--- src/rtl/hazard_stall_ctrl_if.sv ---
// Control bundle between the pipeline datapath and the hazard/stall sequencer.
// master = pipeline side (hazard sources), slave = sequencer (hold/flush sink).
interface hazard_stall_ctrl_if #(
    parameter int REG_W = 4,
    parameter int CNT_W = 16
);
    logic [REG_W-1:0] id_rs1;
    logic [REG_W-1:0] id_rs2;
    logic             id_rs1_used;
    logic             id_rs2_used;
    logic             id_mc_start;
    logic [REG_W-1:0] ex_rd;
    logic             ex_reg_write;
    logic             ex_mem_read;
    logic             ex_branch_taken;
    logic             halt_req;

    logic             pc_hold;
    logic             ifid_hold;
    logic             idex_hold;
    logic             exmem_hold;
    logic             ifid_flush;
    logic             idex_flush;
    logic             exmem_flush;
    logic             mc_busy;
    logic             halted;
    logic [CNT_W-1:0] stall_count;
    // Encoded sequencer state: 0 = RUN, 1 = MC_WAIT, 2 = HALT.
    logic [1:0]       state_dbg;

    modport master (
        output id_rs1, id_rs2, id_rs1_used, id_rs2_used, id_mc_start,
        output ex_rd, ex_reg_write, ex_mem_read, ex_branch_taken, halt_req,
        input  pc_hold, ifid_hold, idex_hold, exmem_hold,
        input  ifid_flush, idex_flush, exmem_flush,
        input  mc_busy, halted, stall_count, state_dbg
    );

    modport slave (
        input  id_rs1, id_rs2, id_rs1_used, id_rs2_used, id_mc_start,
        input  ex_rd, ex_reg_write, ex_mem_read, ex_branch_taken, halt_req,
        output pc_hold, ifid_hold, idex_hold, exmem_hold,
        output ifid_flush, idex_flush, exmem_flush,
        output mc_busy, halted, stall_count, state_dbg
    );
endinterface

--- src/rtl/hazard_stall_ctrl.sv ---
// Pipeline sequencer: load-use bubbles, branch squash, mul/div EX occupancy,
// halt freeze, and a saturating stall-cycle counter.
module hazard_stall_ctrl #(
    parameter int REG_W     = 4,
    parameter int MC_CYCLES = 4,
    parameter int CNT_W     = 16
) (
    input logic               clock,
    input logic               reset,
    hazard_stall_ctrl_if.slave bus
);
    localparam int MC_W = 3;
    localparam logic [MC_W-1:0] MC_LOAD = MC_W'((MC_CYCLES >= 2) ? (MC_CYCLES - 2) : 0);
    localparam bit MC_MULTI = (MC_CYCLES > 1);

    typedef enum logic [1:0] {
        ST_RUN     = 2'd0,
        ST_MC_WAIT = 2'd1,
        ST_HALT    = 2'd2
    } state_t;

    state_t           state_q, state_d;
    logic [MC_W-1:0]  mc_cnt_q, mc_cnt_d;
    logic             halt_pending_q, halt_pending_d;
    logic [CNT_W-1:0] stall_cnt_q, stall_cnt_d;

    logic load_use;
    logic pc_hold_c, ifid_hold_c, idex_hold_c, exmem_hold_c;
    logic ifid_flush_c, idex_flush_c, exmem_flush_c, mc_busy_c, halted_c;

    always_comb begin
        load_use = bus.ex_mem_read && bus.ex_reg_write && (bus.ex_rd != '0) &&
                   ((bus.id_rs1_used && (bus.id_rs1 == bus.ex_rd)) ||
                    (bus.id_rs2_used && (bus.id_rs2 == bus.ex_rd)));
    end

    always_ff @(posedge clock or negedge reset) begin
        if (!reset) begin
            state_q        <= ST_RUN;
            mc_cnt_q       <= '0;
            halt_pending_q <= 1'b0;
            stall_cnt_q    <= '0;
        end else begin
            state_q        <= state_d;
            mc_cnt_q       <= mc_cnt_d;
            halt_pending_q <= halt_pending_d;
            stall_cnt_q    <= stall_cnt_d;
        end
    end

    always_comb begin
        state_d        = state_q;
        mc_cnt_d       = mc_cnt_q;
        halt_pending_d = halt_pending_q | bus.halt_req;
        pc_hold_c      = 1'b0;
        ifid_hold_c    = 1'b0;
        idex_hold_c    = 1'b0;
        exmem_hold_c   = 1'b0;
        ifid_flush_c   = 1'b0;
        idex_flush_c   = 1'b0;
        exmem_flush_c  = 1'b0;
        mc_busy_c      = 1'b0;
        halted_c       = 1'b0;

        case (state_q)
            ST_RUN: begin
                // A taken branch squashes ID, so it wins over load-use and mc start.
                if (bus.ex_branch_taken) begin
                    ifid_flush_c = 1'b1;
                    idex_flush_c = 1'b1;
                end else if (load_use) begin
                    pc_hold_c    = 1'b1;
                    ifid_hold_c  = 1'b1;
                    idex_flush_c = 1'b1;
                end
                if (halt_pending_q || bus.halt_req) begin
                    state_d = ST_HALT;
                end else if (MC_MULTI && bus.id_mc_start &&
                             !bus.ex_branch_taken && !load_use) begin
                    state_d  = ST_MC_WAIT;
                    mc_cnt_d = MC_LOAD;
                end
            end
            ST_MC_WAIT: begin
                pc_hold_c     = 1'b1;
                ifid_hold_c   = 1'b1;
                idex_hold_c   = 1'b1;
                exmem_flush_c = 1'b1;
                mc_busy_c     = 1'b1;
                if (mc_cnt_q == '0) begin
                    state_d = ST_RUN;
                end else begin
                    mc_cnt_d = mc_cnt_q - 1'b1;
                end
            end
            ST_HALT: begin
                pc_hold_c    = 1'b1;
                ifid_hold_c  = 1'b1;
                idex_hold_c  = 1'b1;
                exmem_hold_c = 1'b1;
                halted_c     = 1'b1;
            end
            default: begin
                state_d = ST_RUN;
            end
        endcase

        stall_cnt_d = stall_cnt_q;
        if (pc_hold_c && (state_q != ST_HALT) && (stall_cnt_q != '1)) begin
            stall_cnt_d = stall_cnt_q + 1'b1;
        end
    end

    // Gating by reset keeps the combinational RUN decode quiet while held in reset.
    assign bus.pc_hold     = pc_hold_c     & reset;
    assign bus.ifid_hold   = ifid_hold_c   & reset;
    assign bus.idex_hold   = idex_hold_c   & reset;
    assign bus.exmem_hold  = exmem_hold_c  & reset;
    assign bus.ifid_flush  = ifid_flush_c  & reset;
    assign bus.idex_flush  = idex_flush_c  & reset;
    assign bus.exmem_flush = exmem_flush_c & reset;
    assign bus.mc_busy     = mc_busy_c     & reset;
    assign bus.halted      = halted_c      & reset;
    assign bus.stall_count = stall_cnt_q;
    assign bus.state_dbg   = state_q;

endmodule

--- src/flat_wrapper.sv ---
// flat-port wrapper written by rule: the top's interface ports become plain ports
module hazard_stall_ctrl_flat 
#(
    parameter int REG_W     = 4,
    parameter int MC_CYCLES = 4,
    parameter int CNT_W     = 16
)
  (clock, reset, bus_id_rs1, bus_id_rs2, bus_id_rs1_used, bus_id_rs2_used, bus_id_mc_start, bus_ex_rd, bus_ex_reg_write, bus_ex_mem_read, bus_ex_branch_taken, bus_halt_req, bus_pc_hold, bus_ifid_hold, bus_idex_hold, bus_exmem_hold, bus_ifid_flush, bus_idex_flush, bus_exmem_flush, bus_mc_busy, bus_halted, bus_stall_count, bus_state_dbg);
  hazard_stall_ctrl_if #(.REG_W(REG_W), .CNT_W(CNT_W)) bus_i ();
  input logic clock;
  input logic reset;
  input wire logic [$bits(bus_i.id_rs1)-1:0] bus_id_rs1;
  input wire logic [$bits(bus_i.id_rs2)-1:0] bus_id_rs2;
  input wire logic [$bits(bus_i.id_rs1_used)-1:0] bus_id_rs1_used;
  input wire logic [$bits(bus_i.id_rs2_used)-1:0] bus_id_rs2_used;
  input wire logic [$bits(bus_i.id_mc_start)-1:0] bus_id_mc_start;
  input wire logic [$bits(bus_i.ex_rd)-1:0] bus_ex_rd;
  input wire logic [$bits(bus_i.ex_reg_write)-1:0] bus_ex_reg_write;
  input wire logic [$bits(bus_i.ex_mem_read)-1:0] bus_ex_mem_read;
  input wire logic [$bits(bus_i.ex_branch_taken)-1:0] bus_ex_branch_taken;
  input wire logic [$bits(bus_i.halt_req)-1:0] bus_halt_req;
  output wire logic [$bits(bus_i.pc_hold)-1:0] bus_pc_hold;
  output wire logic [$bits(bus_i.ifid_hold)-1:0] bus_ifid_hold;
  output wire logic [$bits(bus_i.idex_hold)-1:0] bus_idex_hold;
  output wire logic [$bits(bus_i.exmem_hold)-1:0] bus_exmem_hold;
  output wire logic [$bits(bus_i.ifid_flush)-1:0] bus_ifid_flush;
  output wire logic [$bits(bus_i.idex_flush)-1:0] bus_idex_flush;
  output wire logic [$bits(bus_i.exmem_flush)-1:0] bus_exmem_flush;
  output wire logic [$bits(bus_i.mc_busy)-1:0] bus_mc_busy;
  output wire logic [$bits(bus_i.halted)-1:0] bus_halted;
  output wire logic [$bits(bus_i.stall_count)-1:0] bus_stall_count;
  output wire logic [$bits(bus_i.state_dbg)-1:0] bus_state_dbg;
  assign bus_i.id_rs1 = bus_id_rs1;
  assign bus_i.id_rs2 = bus_id_rs2;
  assign bus_i.id_rs1_used = bus_id_rs1_used;
  assign bus_i.id_rs2_used = bus_id_rs2_used;
  assign bus_i.id_mc_start = bus_id_mc_start;
  assign bus_i.ex_rd = bus_ex_rd;
  assign bus_i.ex_reg_write = bus_ex_reg_write;
  assign bus_i.ex_mem_read = bus_ex_mem_read;
  assign bus_i.ex_branch_taken = bus_ex_branch_taken;
  assign bus_i.halt_req = bus_halt_req;
  assign bus_pc_hold = bus_i.pc_hold;
  assign bus_ifid_hold = bus_i.ifid_hold;
  assign bus_idex_hold = bus_i.idex_hold;
  assign bus_exmem_hold = bus_i.exmem_hold;
  assign bus_ifid_flush = bus_i.ifid_flush;
  assign bus_idex_flush = bus_i.idex_flush;
  assign bus_exmem_flush = bus_i.exmem_flush;
  assign bus_mc_busy = bus_i.mc_busy;
  assign bus_halted = bus_i.halted;
  assign bus_stall_count = bus_i.stall_count;
  assign bus_state_dbg = bus_i.state_dbg;
  hazard_stall_ctrl #(.REG_W(REG_W), .MC_CYCLES(MC_CYCLES), .CNT_W(CNT_W)) u_core (.clock(clock), .reset(reset), .bus(bus_i));
endmodule
--- config.mk ---
export PLATFORM = sky130hd
export DESIGN_NAME = hazard_stall_ctrl_flat
export DESIGN_NICKNAME = d
export VERILOG_FILES = /design/src/rtl/hazard_stall_ctrl_if.sv /design/src/rtl/hazard_stall_ctrl.sv /design/src/flat_wrapper.sv
export SDC_FILE = /design/constraint.sdc
export NUM_CORES = 1
export LEC_CHECK = 0
export CAP_MARGIN = 30
export CORE_MARGIN = 3
export CORE_UTILIZATION = 49
export DETAILED_ROUTE_END_ITERATION = 6
export DONT_BUFFER_PORTS = 1
export PLACE_DENSITY_LB_ADDON = 0.08
export SYNTH_ARGS = -nofsm -noshare
export SYNTH_HDL_FRONTEND = slang
export SYNTH_SLANG_ARGS = --single-unit
--- constraint.sdc ---
create_clock -name clock -period 4.9 [get_ports clock]
set_input_delay 0.49 -clock clock [delete_from_list [all_inputs] [get_ports clock]]
set_output_delay 0.49 -clock clock [all_outputs]
set_load 0.01 [all_outputs]
# ---- Word level (Yosys, flattened, before mapping)
# Index checks and enable logic that the tools add are counted.
# W data, S select, Z words.
dict set report totals {
  reg_bits 22
}
dict set report classes {
  muxes 18
  n_reduce_logical 20
  addsub 2
  n_bitwise 8
  eq_ne 11
}
# cell count
set op_table {}
lappend op_table {{$add A16 B1 Y16 const B} 1}
lappend op_table {{$ne A16 B16 Y1 const B} 1}
lappend op_table {{$logic_and A1 B1 Y1} 9}
lappend op_table {{$mux W1} 9}
lappend op_table {{$mux W3} 3}
lappend op_table {{$eq A4 B4 Y1} 2}
lappend op_table {{$and A1 B1 Y1} 6}
lappend op_table {{$mux W2} 3}
lappend op_table {{$ne A2 B2 Y1 const B} 3}
lappend op_table {{$pmux W2 S3} 1}
lappend op_table {{$pmux W3 S2} 1}
lappend op_table {{$ne A2 B1 Y1 const B} 2}
lappend op_table {{$reduce_and A4 Y1} 1}
lappend op_table {{$reduce_bool A4 Y1} 1}
lappend op_table {{$logic_not A3 Y1} 1}
lappend op_table {{$ne A3 B1 Y1 const B} 1}
lappend op_table {{$reduce_and A3 Y1} 1}
lappend op_table {{$sub A3 B1 Y3 const B} 1}
lappend op_table {{$eq A2 B1 Y1 const B} 1}
lappend op_table {{$eq A2 B2 Y1 const B} 1}
lappend op_table {{$logic_not A1 Y1} 2}
lappend op_table {{$logic_not A2 Y1} 1}
lappend op_table {{$logic_or A1 B1 Y1} 2}
lappend op_table {{$pmux W1 S2} 1}
lappend op_table {{other kinds (4)} 4}

# ---- Depth between registers and ports, before layout
dict set report logic_depth {
  ltp_word 9
  ltp_mapped 10
}

# ---- Worst setup path before layout
# OpenSTA, ideal clock, no wires.
dict set report synth_path {
  kind {register to output}
  from {register u_core.state_q[0], in the netlist u_core.bus.state_dbg[0]}
  to {output bus_pc_hold}
  path_stages_with_launch 8
  required_ns 4.410
  arrival_time_ns 1.794
  setup_slack_ns 2.616
  path_buffers 1
  cell_sequence {dfrtp_1 inv_1 ha_1 inv_2 or3_1 o21ai_0 and2_1 buf_4}
}
dict set report synth_between {
  elab_chain_cells 4
  elab_cells_between_ends 6
  cone_classes {2 x eq/ne; 1 x mux; 1 x bitwise; 2 x reduce/logical}
}
# element line_no
set synth_lines {}
lappend synth_lines {{from (decl)} hazard_stall_ctrl.sv:22} ;# state_t state_q, state_d;
lappend synth_lines {{from (signal assigned)} hazard_stall_ctrl.sv:44} ;# state_q <= state_d;
lappend synth_lines {{$eq A2 B2 Y1 or $eq A2 B1 Y1 (tied branches)} n/a}
lappend synth_lines {{$reduce_or A2 Y1 (no source line)} n/a}
lappend synth_lines {{$pmux W1 S2 (*)} n/a}
lappend synth_lines {{$and A1 B1 Y1 (*)} n/a}
lappend synth_lines {{to (decl)} flat_wrapper.sv:22} ;# output wire logic [$bits(bus_i.pc_hold)-1:0] bus_pc_hold;
# Mark *: on every way between the ends. The rest lies on a longest branch, timed or not.

# ---- Worst setup path in the final report
dict set report layout_path {
  from {register u_core.state_q[1], in the netlist u_core.bus.state_dbg[1]}
  to {output bus_pc_hold}
}
# Same word-level chain as after synthesis.

==> results.yml <==
clock_network:
  cts_setup_buffers: 0
  cts-buffers-inserted: 3
  htree_levels: 1
  clkTransAtPathRegs_ps: 130
  cts_root_buffer: "clkbuf_4"
  cts_num_sinks: 22
  insertion_delay_ps: 320
  post_cts_resized: 0
  clockBufferDepth: 2
  tritoncts: "built"
detailed_routing:
  drc: 0
  routed_wl_um: 2990
  drt_iter0_drc: 20
  via_count: 1063
  vias_per_cell: 6.01
  wl_per_cell_um: 16.9
  firstDrtPassIters: 4
  ant_nets: 0
power:
  p_leak_nw: 0.640
  p_clk_share_pct: 19.6
  power.net_switching_uw: 308
  sw_frac_of_total_pct: 42.3
  combPwrFrac_pct: 39.9
  p_seq_share_pct: 40.5
  intPower_uw: 419
  power_uw: 727
  cellPowerDensity_nw_per_um2: 490
  irDropWorstVdd_uv: 310
logic_synthesis:
  syn-num-nets: 173
  ys_seq_area_share_pct: 39.7
  async_reset_ff_share_pct: 100
  synth.distinct_cells: 32
  synth_area_leaders: "dfrtp_1 40%, xnor2_1 7.0%, xor2_1 7.0%"
  syn_area_per_cell_um2: 9.55
  syn-instance-count: 145
  ys_seq_elements: 22
  synth_top_area_share_pct: 39.7
  ys.flop_type: "dfrtp_1"
  synth_edf_count: 0
  synth_top_area_cell: "dfrtp_1"
  synth_area_um2: 1390
  synth.most_common_cell: "dfrtp_1"
  synthTopCellsByCount: "22 x dfrtp_1, 11 x nand2_1, 11 x nor2_1, 11 x xnor2_1, 11 x xor2_1"
  yosysWarnings: 0
timing:
  finalSetupViolations: 0
  slew-limit-headroom_pct: 70.0
  clock.fmax_mhz: 363
  rsz0062_at_grt: "false"
  hold_slack_ps: 346
  final.setup.tns_ps: 0
  tightestPinTransition_ps: 448
  slew_viol_final: 0
  setup_ws_ps: 2150
  finalHoldViolCount: 0
  period_minus_slack_ps: 2750
  post-route-period-util_pct: 56.1
  final.setup_skew_ps: 3.46
final_layout:
  drive_above_1_share_pct: 8.16
  antennaDiodeCount: 0
  final_area_um2: 1480
  nNetsFinal: 176
  final_util_pct: 57.2
  fin_cells: 177
  fill_cells: 228
  area_delta_synth_final_pct: 7.05
global_route:
  grt_max_degree: 23
  first_global_vias: 1033
  track_usage_pct: 17.4
  overflow: 0
  antenna_found_initial: 0
  grt_first_pass_wirelength_um: 4720
hold_path:
  hold_path_class: "in -> reg"
  worstHoldStart: "bus_halt_req"
  hold-path-cell-count: 2
floorplanning:
  start_util_pct: 53.5
  rows: 18
  io_pins: 48
  die_x_um: 59.2
  die_area_um2: 3500
  die_h_um: 59.2
  core_um2: 2590
setup_path:
  cp.arrival_ps: 2260
  cp-start-kind: "flip-flop"
  crit_type: "reg -> out"
  rr_worst_depth: 9
  r2r_start: "u_core.bus.state_dbg[1]"
  worst_setup_path_end_kind: "output pin"
  cp_max_fo: 7
  cp-startpoint: "u_core.bus.state_dbg[1]"
  required_ps: 4410
placed_design:
  io_buffers: 0
  gp_congestion: 0.767
  pre_cts_slack_ps: 2530
  dp_hpwl_um: 2220
  dp.cells: 171
  place_area_um2: 1390
run:
  drv_cap: 0
outcome:
  status: "complete, no violations"
==> power groups by stage <==
stage                     sequential, mW  combinational (mW)  clock [mW]
after global placement             0.295               0.274           0
after floorplan                    0.284               0.247           0
final                              0.294               0.290       0.143
after CTS                          0.295               0.287       0.145
after detailed placement           0.299               0.281           0
after global routing               0.301               0.321       0.150
==> worst paths after layout <==
path,endpoint,slack (ps)
worst max-delay path,bus_pc_hold,2150
worst min-delay path,u_core.halt_pending_q,350
min in group asynchronous,u_core.mc_cnt_q[2],450
worst min register to register,u_core.mc_cnt_q[0],530
max in group asynchronous,u_core.bus.stall_count[15],4070
worst max register to register,u_core.bus.stall_count[10],2500
==> per-layer routing <==
layer / track usage, % / wire [µm] / vias up
li1: - / - / 502
met1: 23.4 / 1340 / 512
met2: 27.8 / 1380 / 44
met3: 4.58 / 237 / 5
met4: 4.85 / 36 / 0
met5: 0 / 0 / -
==> cells by family after synthesis <==
logic type	after synthesis	share of synthesized area (%)
AND/OR/NAND/NOR	66	27.5
XOR/XNOR	23	15.1
flip-flops	22	39.7
AO/OA/AOI/OAI	14	6.32
buffers and inverters	12	4.34
adder cells (fa/ha/maj)	7	6.32
multiplexers	1	0.723
==> timing repair <==
item / in CTS / in global routing
endpoints found under the setup margin: 0 / 0
endpoints found under the hold margin: 22 / 0
hold buffers: 1 / 0
==> registers in the layout (all words and copies together), names as in the netlist <==
| register | flops |
|---|---|
| u_core.bus.stall_count | 16 |
| u_core.halt_pending_q | 1 |
| u_core.bus.state_dbg | 2 |
| u_core.mc_cnt_q | 3 |
==> placed cells by master, fill, tap and decap left out <==
| cell type | synthesis | layout |
|---|---|---|
| xnor2_1 | 11 | 11 |
| nor3_2 | 1 | 1 |
| a31oi_1 | 1 | 1 |
| mux2i_1 | 1 | 1 |
| dfrtp_1 | 22 | 22 |
| nand4_1 | 5 | 5 |
| and2_1 | 4 | 4 |
| a211oi_1 | 1 | 1 |
| o21ai_0 | 5 | 5 |
| or3_1 | 2 | 2 |
| nor2b_2 | 1 | 1 |
| buf_16 | 0 | 1 |
| bufinv_16 | 0 | 1 |
| o311a_1 | 1 | 1 |
| xor2_1 | 11 | 11 |
| nand2_1 | 11 | 11 |
| a21oi_1 | 4 | 4 |
| xnor2_2 | 1 | 1 |
| nor4b_1 | 1 | 1 |
| a32o_1 | 1 | 1 |
| nor4_1 | 2 | 2 |
| nand2b_1 | 3 | 3 |
| ha_1 | 7 | 7 |
| inv_2 | 1 | 1 |
| nor4b_4 | 1 | 1 |
| o21a_2 | 1 | 1 |
| nor3_1 | 4 | 4 |
| dlygate4sd3_1 | 0 | 1 |
| or3_4 | 1 | 1 |
| nor2_1 | 11 | 11 |
| clkbuf_4 | 0 | 3 |
| and3_1 | 7 | 7 |
| nand3_1 | 9 | 9 |
| and4_1 | 3 | 3 |
| inv_1 | 7 | 7 |
==> layout make-up <==
class                           count  area (µm²)  area share [%]
Clock buffer                        3        22.5            1.52
Clock inverter                      1        30.0            2.03
Inverter                            8        30.0            2.03
Multi-Input combinational cell    111         774            52.2
Sequential cell                    22         551            37.1
Tap cell                           30        37.5            2.53
Timing Repair Buffer                2        37.5            2.53
==> worst max-delay path, stage by stage, from the launching register on <==
cell	delay (ps)
dfrtp_1	490
inv_1	110
ha_1	290
inv_2	70
or3_1	400
o21ai_0	290
and2_1	300
Power figures use the tool's default switching activity.
